### src/rtl/ultra_seq_ctrl.sv
// Ultrasonic transducer sequencer: holds power state and intensity level, and runs
// timed transmit-burst / listen windows from registered decoder command strobes.
module ultra_seq_ctrl #(
  parameter int AMOUNT_WIDTH = 8,
  parameter int MAX_LEVEL    = 200,
  parameter int TX_CYCLES    = 16,
  parameter int RX_CYCLES    = 64,
  parameter int CNT_WIDTH    = 16
) (
  input  logic                    clk,
  input  logic                    rst_n,
  input  logic                    valid,
  input  logic                    on,
  input  logic                    off,
  input  logic                    increase,
  input  logic                    decrease,
  input  logic                    send,
  input  logic                    receive,
  input  logic [AMOUNT_WIDTH-1:0] amount,
  output logic [AMOUNT_WIDTH-1:0] level,
  output logic                    powered,
  output logic                    tx_en,
  output logic                    rx_en,
  output logic                    busy,
  output logic                    done,
  output logic                    rejected
);

  typedef enum logic [1:0] {OFF, IDLE, TX, RX} state_t;

  localparam logic [AMOUNT_WIDTH:0]   MAX_EXT  = (AMOUNT_WIDTH+1)'(MAX_LEVEL);
  localparam logic [AMOUNT_WIDTH-1:0] MAX_LVL  = AMOUNT_WIDTH'(MAX_LEVEL);
  localparam logic [CNT_WIDTH-1:0]    TX_LOAD  = CNT_WIDTH'(TX_CYCLES - 1);
  localparam logic [CNT_WIDTH-1:0]    RX_LOAD  = CNT_WIDTH'(RX_CYCLES - 1);

  state_t                  state;
  logic [CNT_WIDTH-1:0]    cnt;
  logic                    follow;
  logic [AMOUNT_WIDTH:0]   sum;
  logic [AMOUNT_WIDTH-1:0] next_level;

  // One extra bit on the sum so the saturation compare cannot wrap.
  always_comb begin
    // NOTE: every always_comb output gets a default first so no latch is inferred.
    sum        = {1'b0, level} + {1'b0, amount};
    next_level = level;
    if (increase && !decrease)
      next_level = (sum > MAX_EXT) ? MAX_LVL : sum[AMOUNT_WIDTH-1:0];
    else if (decrease && !increase)
      next_level = (amount > level) ? '0 : level - amount;
  end

  // NOTE: all state and registered outputs use non-blocking assignments so every
  // right-hand side sees the pre-edge values.
  always_ff @(posedge clk or negedge rst_n) begin
    if (!rst_n) begin
      state    <= OFF;
      level    <= '0;
      cnt      <= '0;
      follow   <= 1'b0;
      powered  <= 1'b0;
      tx_en    <= 1'b0;
      rx_en    <= 1'b0;
      busy     <= 1'b0;
      done     <= 1'b0;
      rejected <= 1'b0;
    end else begin
      done     <= 1'b0;
      rejected <= 1'b0;
      case (state)
        OFF: begin
          if (valid && on) begin
            state   <= IDLE;
            powered <= 1'b1;
          end else if (valid) begin
            rejected <= 1'b1;
          end
        end

        IDLE: begin
          if (valid && off) begin
            state   <= OFF;
            level   <= '0;
            powered <= 1'b0;
          end else if (valid) begin
            level <= next_level;
            if (send) begin
              state  <= TX;
              cnt    <= TX_LOAD;
              follow <= receive;
              tx_en  <= 1'b1;
              busy   <= 1'b1;
            end else if (receive) begin
              state <= RX;
              cnt   <= RX_LOAD;
              rx_en <= 1'b1;
              busy  <= 1'b1;
            end
          end
        end

        TX, RX: begin
          if (valid && off) begin
            // Abort beats completion, even on the final counter cycle.
            state   <= OFF;
            level   <= '0;
            follow  <= 1'b0;
            powered <= 1'b0;
            tx_en   <= 1'b0;
            rx_en   <= 1'b0;
            busy    <= 1'b0;
          end else begin
            if (valid) rejected <= 1'b1;
            if (cnt != '0) begin
              cnt <= cnt - 1'b1;
            end else if (state == TX && follow) begin
              state  <= RX;
              cnt    <= RX_LOAD;
              follow <= 1'b0;
              tx_en  <= 1'b0;
              rx_en  <= 1'b1;
            end else begin
              state  <= IDLE;
              follow <= 1'b0;
              tx_en  <= 1'b0;
              rx_en  <= 1'b0;
              busy   <= 1'b0;
              done   <= 1'b1;
            end
          end
        end

        default: state <= OFF;
      endcase
    end
  end

endmodule

### config.mk
export PLATFORM = sky130hd
export DESIGN_NAME = ultra_seq_ctrl
export DESIGN_NICKNAME = d
export VERILOG_FILES = /design/src/rtl/ultra_seq_ctrl.sv
export SDC_FILE = /design/constraint.sdc
export NUM_CORES = 1
export LEC_CHECK = 0
export ABC_AREA = 1
export ABC_CLOCK_PERIOD_IN_PS = 3600
export BUFFER_PORTS_ARGS = -buffer_cell sky130_fd_sc_hd__buf_2
export CAP_MARGIN = 20
export CORE_ASPECT_RATIO = 0.9
export CORE_MARGIN = 5
export CORE_UTILIZATION = 45
export CTS_CLUSTER_DIAMETER = 40
export CTS_CLUSTER_SIZE = 30
export DETAILED_ROUTE_END_ITERATION = 16
export SKIP_CTS_REPAIR_TIMING = 1
export SYNTH_ARGS = -nofsm -noshare
export SYNTH_HDL_FRONTEND = slang
export SYNTH_SLANG_ARGS = --single-unit
### constraint.sdc
create_clock -name clk -period 3.6 [get_ports clk]
set_clock_uncertainty 0.1 [all_clocks]
set_input_delay 0.54 -clock clk [delete_from_list [all_inputs] [get_ports clk]]
set_output_delay 0.54 -clock clk [all_outputs]
set_load 0.02 [all_outputs]
=== Yosys cells after proc, flatten, opt, wreduce, memory -nomap -nowiden ===
Index checks and enable logic that the tools add are counted.

* Memory bits (writable): 0
* Flip-flop bits (word level): 33
* Output and inout bits: 14
* Bits in read-only memories: 0
* Input port bits: 17
* Memories: 0
* Bits in latches: 0

* Reductions and logical operators: 19
* Multiplexer cells: 61
* Magnitude comparators: 2
* Equality and inequality tests: 19
* Div/mod/pow operators: 0
* $add $sub $neg: 3
* Shifts and indexed selects: 0
* Multipliers: 0
* Bitwise gates (word level): 0

{| class="wikitable"
|+ Operators by type and width
! operator !! number
|-
| 16-bit two-way mux || 7
|-
| 8-bit two-way mux || 7
|-
| 16-bit case mux with 2 select lines || 1
|-
| 1-bit two-way mux || 30
|-
| 6-bit AND reduction || 3
|-
| 2-bit two-way mux || 8
|-
| 2-bit != test (second input constant) || 8
|-
| 8-bit case mux with 2 select lines || 1
|-
| 16-bit nonzero test || 1
|-
| 16-bit by 1-bit subtractor with 16-bit output (second input constant) || 1
|-
| 3-bit != test (second input constant) || 5
|-
| 1-bit case mux with 2 select lines || 6
|-
| 8-bit by 8-bit adder with 9-bit output || 1
|-
| 9-bit by 8-bit > comparator with 1-bit output (second input constant) || 1
|-
| 8-bit > comparator || 1
|-
| 4-bit != test (second input constant) || 2
|-
| 4-bit AND reduction || 2
|-
| 8-bit subtractor || 1
|-
| 2-bit case mux with 3 select lines || 1
|-
| 1-bit logical AND || 5
|-
| 5-bit AND reduction || 1
|-
| 2-bit == test (second input constant) || 2
|-
| 3-bit OR reduction || 1
|-
| 2-bit by 1-bit == test with 1-bit output (second input constant) || 1
|-
| other kinds (6) || 7
|}

=== Logic depth before layout (Yosys ltp) ===
Gate-level depths: netlist of run 1.

* Depth after elaboration: 7
* Mapped depth: 16

=== Least setup slack after synthesis of run 1 ===
No wires, ideal clock.

* Kind: input to register
* Start: input amount[0]
* End: register level[3]
* Setup time: 0.120 ns
* Arrival time: 1.891 ns
* Stages on the path: 10
* Required time: 3.380 ns
* Slack: 1.488 ns
* Path through: ha_1 -> fa_1 -> nand4_1 -> nand3_1 -> nand2_1 -> nand2_1 -> a21oi_1 -> nand2_2 -> o21ai_1 -> nand2_1

* Word-level cells in the longest chain between the ends: 7

{| class="wikitable"
|+ Ends and longest elaborated chain
! item !! line !! text
|-
| from (decl) || 19 || <nowiki>input logic [AMOUNT_WIDTH-1:0] amount,</nowiki>
|-
| 8-bit by 8-bit adder with 9-bit output, or another cell as far along || 45 || <nowiki>sum = {1'b0, level} + {1'b0, amount};</nowiki>
|-
| 9-bit by 8-bit > comparator with 1-bit output / 8-bit two-way mux (equally long branches) || 48, 50 ||
|-
| 8-bit two-way mux (on tied branches) || 48, 49 ||
|-
| 8-bit two-way mux (*) || 47 || <nowiki>if (increase && !decrease)</nowiki>
|-
| 8-bit two-way mux (*) || 85 || <nowiki>end else if (valid) begin</nowiki>
|-
| 8-bit two-way mux (*) || 81 || <nowiki>if (valid && off) begin</nowiki>
|-
| 8-bit case mux with 2 select lines (*) || 70 || <nowiki>case (state)</nowiki>
|-
| to (signal assigned) || 86 || <nowiki>level <= next_level;</nowiki>
|-
| to (decl) || 20 || <nowiki>output logic [AMOUNT_WIDTH-1:0] level,</nowiki>
|}

Every way passes the cells marked *; elsewhere a longest branch is shown, timed or not. The select of a mux whose other input is x is not followed.
A chain may end at the register's enable or synchronous reset.

=== Worst setup path after layout of run 1 ===
* Start: register level[0]
* End: register level[4]

* Word-level cells in the longest chain between the ends: 7

{| class="wikitable"
|+ Ends and longest elaborated chain
! item !! line
|-
| 8-bit by 8-bit adder with 9-bit output, or another cell as far along || 45
|-
| 9-bit by 8-bit > comparator with 1-bit output / 8-bit two-way mux (equally long branches) || 48, 50
|-
| 8-bit two-way mux (on tied branches) || 48, 49
|-
| 8-bit two-way mux (*) || 47
|-
| 8-bit two-way mux (*) || 85
|-
| 8-bit two-way mux (*) || 81
|-
| 8-bit case mux with 2 select lines (*) || 70
|}

Marks and branches as above.

==> results of run 1 <==
## through the flow
stage               cell area, um^2  worst slack [ps]  utilization  cells  hold WS (ps)
floorplan                      2790              1490            -    388           144
global placement               2940              1130        0.484    480           356
detailed placement             2940              1120        0.484    480           358
CTS                            3030              1350        0.498    487           255
global route                   3030              1150        0.498    487           300
finish                         3030              1360        0.498    487           226
## flip-flops by register name, indices dropped and copies added (netlist names)
register and flops:
state 2, powered 1, tx_en 1, rejected 1, busy 1, follow 1, done 1, rx_en 1
level 8, cnt 16
## final cells by class
class,instances,area share
multi-input cells,278,0.536
inverters,67,0.0831
flip-flops and latches,33,0.273
clock buffers,7,0.0285
well taps,72,0.0298
repair buffers,30,0.0496
## how the worst max path moves through the flow
stage	end	slack, ps	depth (start not counted)
after floorplan	level[3]	1490	10
after global placement	level[6]	1130	11
after detailed placement	level[6]	1120	11
after CTS	level[6]	1350	10
after global routing	level[4]	1150	14
final	level[4]	1360	11
## kinds of logic (layout without fill, tap and decap cells)
logic type,after synthesis,in the layout,synth area share
simple gates,187,187,0.317
buf+inv,77,104,0.123
compound gates,59,59,0.130
flops,33,33,0.296
fa+ha+maj,21,21,0.0995
xor+xnor,11,11,0.0345
## cell usage after synthesis (all sizes together) (2+ instances only)
cell / number / area (um^2)
a31oi: 3 / 33.8
buf: 10 / 91.3
inv: 67 / 251
nand2: 97 / 384
a21oi: 21 / 113
ha: 19 / 238
nand3: 32 / 165
nor4: 3 / 18.8
nor2: 33 / 168
fa: 2 / 40.0
dfrtp: 33 / 826
nor3: 7 / 55.1
o22ai: 6 / 56.3
o21bai: 2 / 15.0
nand4: 12 / 75.1
and2: 2 / 12.5
o21ai: 24 / 120
xor2: 11 / 96.3
## layer usage
layer	routed length (um)	global-route usage	part of all wire
met1	3570	0.276	0.55
met2	2500	0.243	0.39
met3	352	0.0394	0.055
met4	25	0.0226	0.0039
met5	0	0	0
## layout by cell type, fill, tap and decap left out, drive strengths merged
| cell type | n |
|---|---|
| nor4 | 3 |
| ha | 19 |
| nand3 | 32 |
| clkbuf | 7 |
| dfrtp | 33 |
| fa | 2 |
| nand3b | 1 |
| a21oi | 21 |
| o22ai | 6 |
| xor2 | 11 |
| inv | 67 |
| o221ai | 1 |
| buf | 30 |
| o21bai | 2 |
| a31oi | 3 |
| nand4 | 12 |
| o2bb2ai | 1 |
| and2 | 2 |
| a21boi | 1 |
| nor3 | 7 |
| o21ai | 24 |
| nand2 | 97 |
| nor2 | 33 |
## power breakdown
group	internal (mW)	switching, mW
clock	0.152	0.127
sequential	0.468	0.0975
combinational	0.284	0.577
==> impl_metrics.ini, run 1 <==
[synth]
synth_ff_type = dfrtp_1
netlist_instances = 388
syn_area_per_cell_um2 = 7.19
ys_seq_area_frac = 0.296
synth_edf_count = 0
ys_ff_latch = 33
synth_warnings = 0
synth_area_um2 = 2790
ys_types = 35
synth_nets = 426
async_reset_ff_frac = 1.00

[detailed_routing]
via_per_inst = 5.12
vias = 2494
wire_per_inst_um = 13.3
antenna_left = 0
drtPass1Iterations = 5
drt_iter0_markers = 150
drc = 0
wl_um = 6460

[clock_tree]
ctsRootBufferMaster = clkbuf_8
cts.clk_slew.worst_paths_ps = 70
cts.sinks = 33
numCtsBuffers = 5
clk_path_buf_depth = 2
htreeDepth = 2
cts_tree = done
clk_latency_ps = 280

[power_and_ir_drop]
power.leakage_nw = 1.69
fin_total_pwr_mw = 1.71
power_density_nw_per_um2 = 563
vdd_drop_max_v = 0.000392

[worst_setup_path]
cp-end-kind = register
crit_path_frequent_cell = nand2_1
worst_ep_required_time_ps = 3720
path_delay_family = simple AND/OR/NAND/NOR gates
max_stage_delay_ps = 440
crit_chain = ha_1, fa_1, nand4_1, nand3_1, nand2_1, nand2_1, a21oi_1, nand2_2, nand2_2, nand3_1, nand2_1
reg2reg_depth = 11
cp_slowest_cell = fa_1
crit_fanout = 5
cp-startpoint = level[0]
regToRegSetupSlack_ps = 1360
start_kind = register
rr_endpoint = level[4]
path_buf_inv = 0
critPathKind = register to register
worstPathArrival_ps = 2360
r2r_start = level[0]

[sta]
slew_headroom = 0.505
fin_crit_ps = 2240
rsz0062_at_grt = no
min_period_over_period = 0.623
finalHoldViolations = 0
worst_pin_slew_ps = 742
fmax_ghz = 0.446
finalSetupViolations = 0
fin_tns_setup_ps = 0
slew_violations = 0

[floorplanning]
chipHeight_um = 84.7
core.rowCount = 27
io_pins = 31
die_area_um2 = 7880
core_um2 = 6080
initial_utilization = 0.459
fp.dieW_um = 93.0

[finish]
antennaDiodeCount = 0
fillerInstances = 614
multi_input_area_um2 = 1620
nets = 453
regArea_um2 = 826
syn_to_final_growth_pct = 8.43
drive_above_1_share = 0.183

[global_routing]
grt_max_degree = 34
antenna_found_initial = 0
grt_pass1_wl_um = 11300
grt_usage = 0.174
grt_remaining_overflow = 0
grt_pass1_vias = 2464

[flow_run]
maxCapViolCount = 0

[place]
gp_congestion = 0.846
dp_hpwl_um = 5070
port_buffers = 30

[worst_hold_path]
hold_class = input pin to asynchronous set/reset pin

[status]
status = completed
Note: power is estimated with default switching activity, not from simulation.
==> run 2, diff against run 1 <==
Settings changed: ABC_CLOCK_PERIOD_IN_PS 3600 to 2200.
Clock period 3.6 ns to 2.2 ns, I/O delays scaled along.
==> run 2 against run 1 <==
  * The flow now finishes with violations (negative hold slack)
  * Total power increased by 78%
  * Critical endpoint unchanged
  * Register-to-register slack worse by 1200 ps
  * Critical path depth rose by 2
  * Final area increased by 6.6%
  * Worst hold slack worse by 230 ps
  * Core utilization increased by 3.3 points
  * First-iteration DRC count is 43% higher
  * Sequential share of layout area decreased by 1.7 points
  * Non-clock buffer count up 20
  * Via count rose by 5.2%
  * Setup slack lost 1200 ps
  * Combinational power increased by 88%
  * Critical path type unchanged
==> impl_metrics.ini, run 2 (synthesized netlist as in run 1, its figures left out) <==
[status]
status = finished, violations left
violations = negative hold slack

[global_routing]
grt.met2_usage = 0.243
antenna_found_initial = 0
grt_pass1_vias = 2401
top_usage_layer = met1
grt_usage = 0.180
grt_pass1_wl_um = 11400
grtUsageMet3 = 0.0421
use_met1 = 0.283
grt_max_degree = 34
grt_remaining_overflow = 0

[flow_run]
maxCapViolCount = 0

[clock_tree]
cts.sinks = 33
cts_tree = done
cts.clk_slew.worst_paths_ps = 70
clk_path_buf_depth = 2
clk_latency_ps = 290
numCtsBuffers = 5
ctsRootBufferMaster = clkbuf_8
htreeDepth = 2

[floorplanning]
core.rowCount = 27
chipHeight_um = 84.7
fp.dieW_um = 93.0
io_pins = 31
core_um2 = 6080
die_area_um2 = 7880
initial_utilization = 0.459

[worst_setup_path]
path_buf_inv = 0
crit_path_frequent_cell = nand2_1
path_delay_family = simple AND/OR/NAND/NOR gates
cp-end-kind = register
crit_fanout = 6
max_stage_delay_ps = 470
crit_chain = ha_1, nor2_1, nand2_1, nand2_1, nand2_1, nand3_1, nand2_1, nor2_1, nand2_1, nand2_2, nand2_2, nand3_1, nand2_1
critPathKind = register to register
worstPathArrival_ps = 2150
start_kind = register
cp_slowest_cell = dfrtp_2
worst_ep_required_time_ps = 2280

[sta]
slew_headroom = 0.497
rsz0062_at_grt = yes
fin_crit_ps = 2070
fin_tns_setup_ps = 0
fmax_ghz = 0.484
min_period_over_period = 0.939
slew_violations = 0
worst_pin_slew_ps = 755
whs_ps = -5.62
finalSetupViolations = 0
finalHoldViolations = 6

[finish]
fin_util = 0.531
syn_to_final_growth_pct = 15.6
largest_reg_flops = 16
reg_top3 = cnt x16, level x8, state x2
fin_area_um2 = 3230
final_common_cell = nand2_1
drive_above_1_share = 0.245
antennaDiodeCount = 0
final_cell_mix = 88 x nand2_1, 53 x inv_1, 32 x dfrtp_1
nets = 473
regMostFlops = cnt

[power_and_ir_drop]
p_switching_mw = 1.38
vdd_drop_max_v = 0.000597
power.leakage_nw = 1.80
power_frac_comb = 0.531
p_clk_frac = 0.170
p_seq_frac = 0.299
p_int_mw = 1.66
p_sw_frac = 0.454
power_density_nw_per_um2 = 942

[place]
gp_congestion = 0.908
dp_hpwl_um = 5540
port_buffers = 30
dpl_cell_area_um2 = 3100

[detailed_routing]
drt_iter0_markers = 214
antenna_left = 0
via_per_inst = 5.16
drc = 0
wire_per_inst_um = 13.5
vias = 2623
wl_um = 6840
drtPass1Iterations = 5

[worst_hold_path]
hold_class = input pin to asynchronous set/reset pin
==> run 2: cell count changes in the layout (fill, tap and decap cells not counted), sizes merged <==
cell    delta
buf       +20
clkinv     +1
==> run 2: path summary, 6_finish.rpt <==
check	from	to	slack, ps	cells past startpoint
min in group clk	receive	follow	220	3
min reg2reg	tx_en	tx_en	370	2
max	level[1]	level[4]	130	13
max reg2reg	level[1]	level[4]	130	13
max in group asynchronous	rst_n	level[1]	1480	1
min	rst_n	cnt[6]	-6	1
==> run 2: metal layers <==
layer,wire length (um),up-vias
met5,0,-
met4,57,0
met3,491,7
met2,2670,84
met1,3620,1176
li1,-,1356
==> run 2: layout make-up <==
class / count / area, um^2
Clock buffer: 7 / 96.3
Fill cell: 593 / 2850
Timing Repair Buffer: 50 / 313
Tap cell: 72 / 90.1
Clock inverter: 1 / 5.00
Sequential cell: 33 / 827
Inverter: 67 / 251
Multi-Input combinational cell: 278 / 1640
==> run 2: metrics by stage <==
stage	power (mW)	worst slack [ps]	cells	hold slack (ps)
final	3.04	135	508	-5.62
after global routing	3.29	-5.33	508	83.0
after CTS	3.05	16.6	507	33.3
after detailed placement	2.52	2.39	499	354
after global placement	2.50	50.3	499	347
after floorplan	2.10	138	388	-65.6
==> run 2: power groups by stage <==
stage	clock network, mW	registers [mW]	logic [mW]
6_report	0.516	0.910	1.62
5_1_grt	0.553	0.936	1.80
4_1_cts	0.529	0.911	1.61
3_5_place_dp	0	0.922	1.60
3_3_place_gp	0	0.918	1.58
2_1_floorplan	0	0.934	1.16
==> run 3, diff against run 2 <==
Settings changed: CORE_MARGIN 5 to 2.
==> run 3 against run 2 <==
  * The run now ends clean
  * Highest routed layer unchanged
  * Sequential power about the same
  * Largest power group unchanged
  * Core utilization decreased by 0.076 points
  * Setup slack got worse by 53 ps
  * Critical path type unchanged
  * Critical endpoint is now level[6]
  * Routed wire length decreased by 0.10%
  * Global-route usage increased by 3.3 points
  * First-iteration DRC count decreased by 30%
  * Final area decreased by 0.70%
==> impl_metrics.ini, run 3 (synthesized netlist as in run 1, its figures left out) <==
[status]
status = completed

[flow_run]
maxCapViolCount = 0

[place]
port_buffers = 30
dpl.cell_count = 496
dp_hpwl_um = 5350
gp_congestion = 0.958

[finish]
final_cell_mix = 88 x nand2_1, 53 x inv_1, 32 x dfrtp_1
final_common_cell = nand2_1
antennaDiodeCount = 0
syn_to_final_growth_pct = 14.8
layout.cells.non_filler = 505
fillerInstances = 609
largest_reg_flops = 16
drive_above_1_share = 0.242
nets = 472
regMostFlops = cnt
multi_input_area_um2 = 1660
reg_top3 = cnt x16, level x8, state x2
regArea_um2 = 827

[sta]
worst_pin_slew_ps = 760
fin_crit_ps = 2120
slew_headroom = 0.494
fmax_ghz = 0.472
rsz0062_at_grt = yes
finalSetupViolations = 0
min_period_over_period = 0.963
finalHoldViolations = 0
fin_tns_setup_ps = 0
slew_violations = 0

[power_and_ir_drop]
power_density_nw_per_um2 = 911
power_frac_comb = 0.542
vdd_drop_max_v = 0.000569
p_sw_frac = 0.465
p_clk_frac = 0.147
power.leakage_nw = 1.78
p_int_mw = 1.56
fin_total_pwr_mw = 2.92
p_seq_frac = 0.311
p_switching_mw = 1.36

[global_routing]
grt_usage = 0.213
grt_max_degree = 34
grt_pass1_wl_um = 11500
grt_pass1_vias = 2434
antenna_found_initial = 0
grt_remaining_overflow = 0

[clock_tree]
cts_tree = done
clk_path_buf_depth = 2
numCtsBuffers = 5
cts.sinks = 33
htreeDepth = 2
clk_latency_ps = 290
ctsRootBufferMaster = clkbuf_8
cts.clk_slew.worst_paths_ps = 70

[detailed_routing]
drtPass1Iterations = 4
vias = 2631
drc = 0
wire_per_inst_um = 13.5
drt_iter0_markers = 149
wl_um = 6830
antenna_left = 0
via_per_inst = 5.21

[worst_setup_path]
crit_chain = inv_1, ha_1, inv_1, fa_2, nand3_1, nand3_2, nand4_1, nand4_1, nand2_2, buf_4, a21oi_1, o21ai_1, nand2_1
crit_fanout = 3
worstPathArrival_ps = 2200
start_kind = register
worst_ep_required_time_ps = 2280
reg2reg_depth = 13
cp_slowest_cell = dfrtp_1
critPathKind = register to register
cp-end-kind = register
max_stage_delay_ps = 420

[floorplanning]
core.rowCount = 27
core_um2 = 6050
die_area_um2 = 6850
fp.dieW_um = 87.0
chipHeight_um = 78.7
io_pins = 31
initial_utilization = 0.462

[worst_hold_path]
hold_class = input pin to asynchronous set/reset pin
-- run 3: worst max-delay path: cells and delay by family, from the launching register on --
family,cells,cell delay [ps]
AND/OR/NAND/NOR,6,610
adder cells (fa/ha/maj),2,510
flip-flops,1,420
buffers and inverters,3,250
AO/OA/AOI/OAI,2,110
-- run 3: worst paths after layout --
| check | slack [ps] | to | start |
|---|---|---|---|
| min reg2reg | 380 | tx_en | tx_en |
| max reg2reg | 80 | level[6] | level[0] |
| min | 0.9 | cnt[9] | rst_n |
| max in group asynchronous | 1460 | level[1] | rst_n |
| max | 80 | level[6] | level[0] |
| min in group clk | 220 | follow | receive |
-- run 3: power by group through the flow --
| stage | clock (mW) | sequential (mW) | combinational, mW |
|---|---|---|---|
| 3_5_place_dp | 0 | 0.915 | 1.56 |
| 4_1_cts | 0.443 | 0.909 | 1.56 |
| 2_1_floorplan | 0 | 0.934 | 1.16 |
| 3_3_place_gp | 0 | 0.919 | 1.54 |
| 6_report | 0.430 | 0.907 | 1.58 |
| 5_1_grt | 0.464 | 0.936 | 1.76 |
-- run 3: layer usage --
metal | vias up | wire, um | GRT usage
li1 | 1342 | - | -
met1 | 1200 | 3520 | 0.331
met2 | 81 | 2790 | 0.298
met3 | 8 | 477 | 0.0489
met4 | 0 | 49 | 0.0391
met5 | - | 0 | 0
-- run 3: area by class of cell --
class	instances	area share
flip-flops and latches	33	0.258
multi-input cells	278	0.517
well taps	72	0.0281
inverters	67	0.0785
repair buffers	49	0.0953
clock inverters	1	0.00156
clock buffers	5	0.0215
-- run 3: stage by stage --
step | hold slack [ps] | worst slack (ps) | cell area (um^2) | utilization
6_report | 0.912 | 81.8 | 3200 | 0.530
5_1_grt | 78.3 | -25.6 | 3200 | 0.530
4_1_cts | 32.6 | -50.3 | 3150 | 0.520
3_5_place_dp | 355 | -31.4 | 3070 | 0.508
3_3_place_gp | 350 | 25.5 | 3070 | 0.508
2_1_floorplan | -65.6 | 138 | 2790 | -
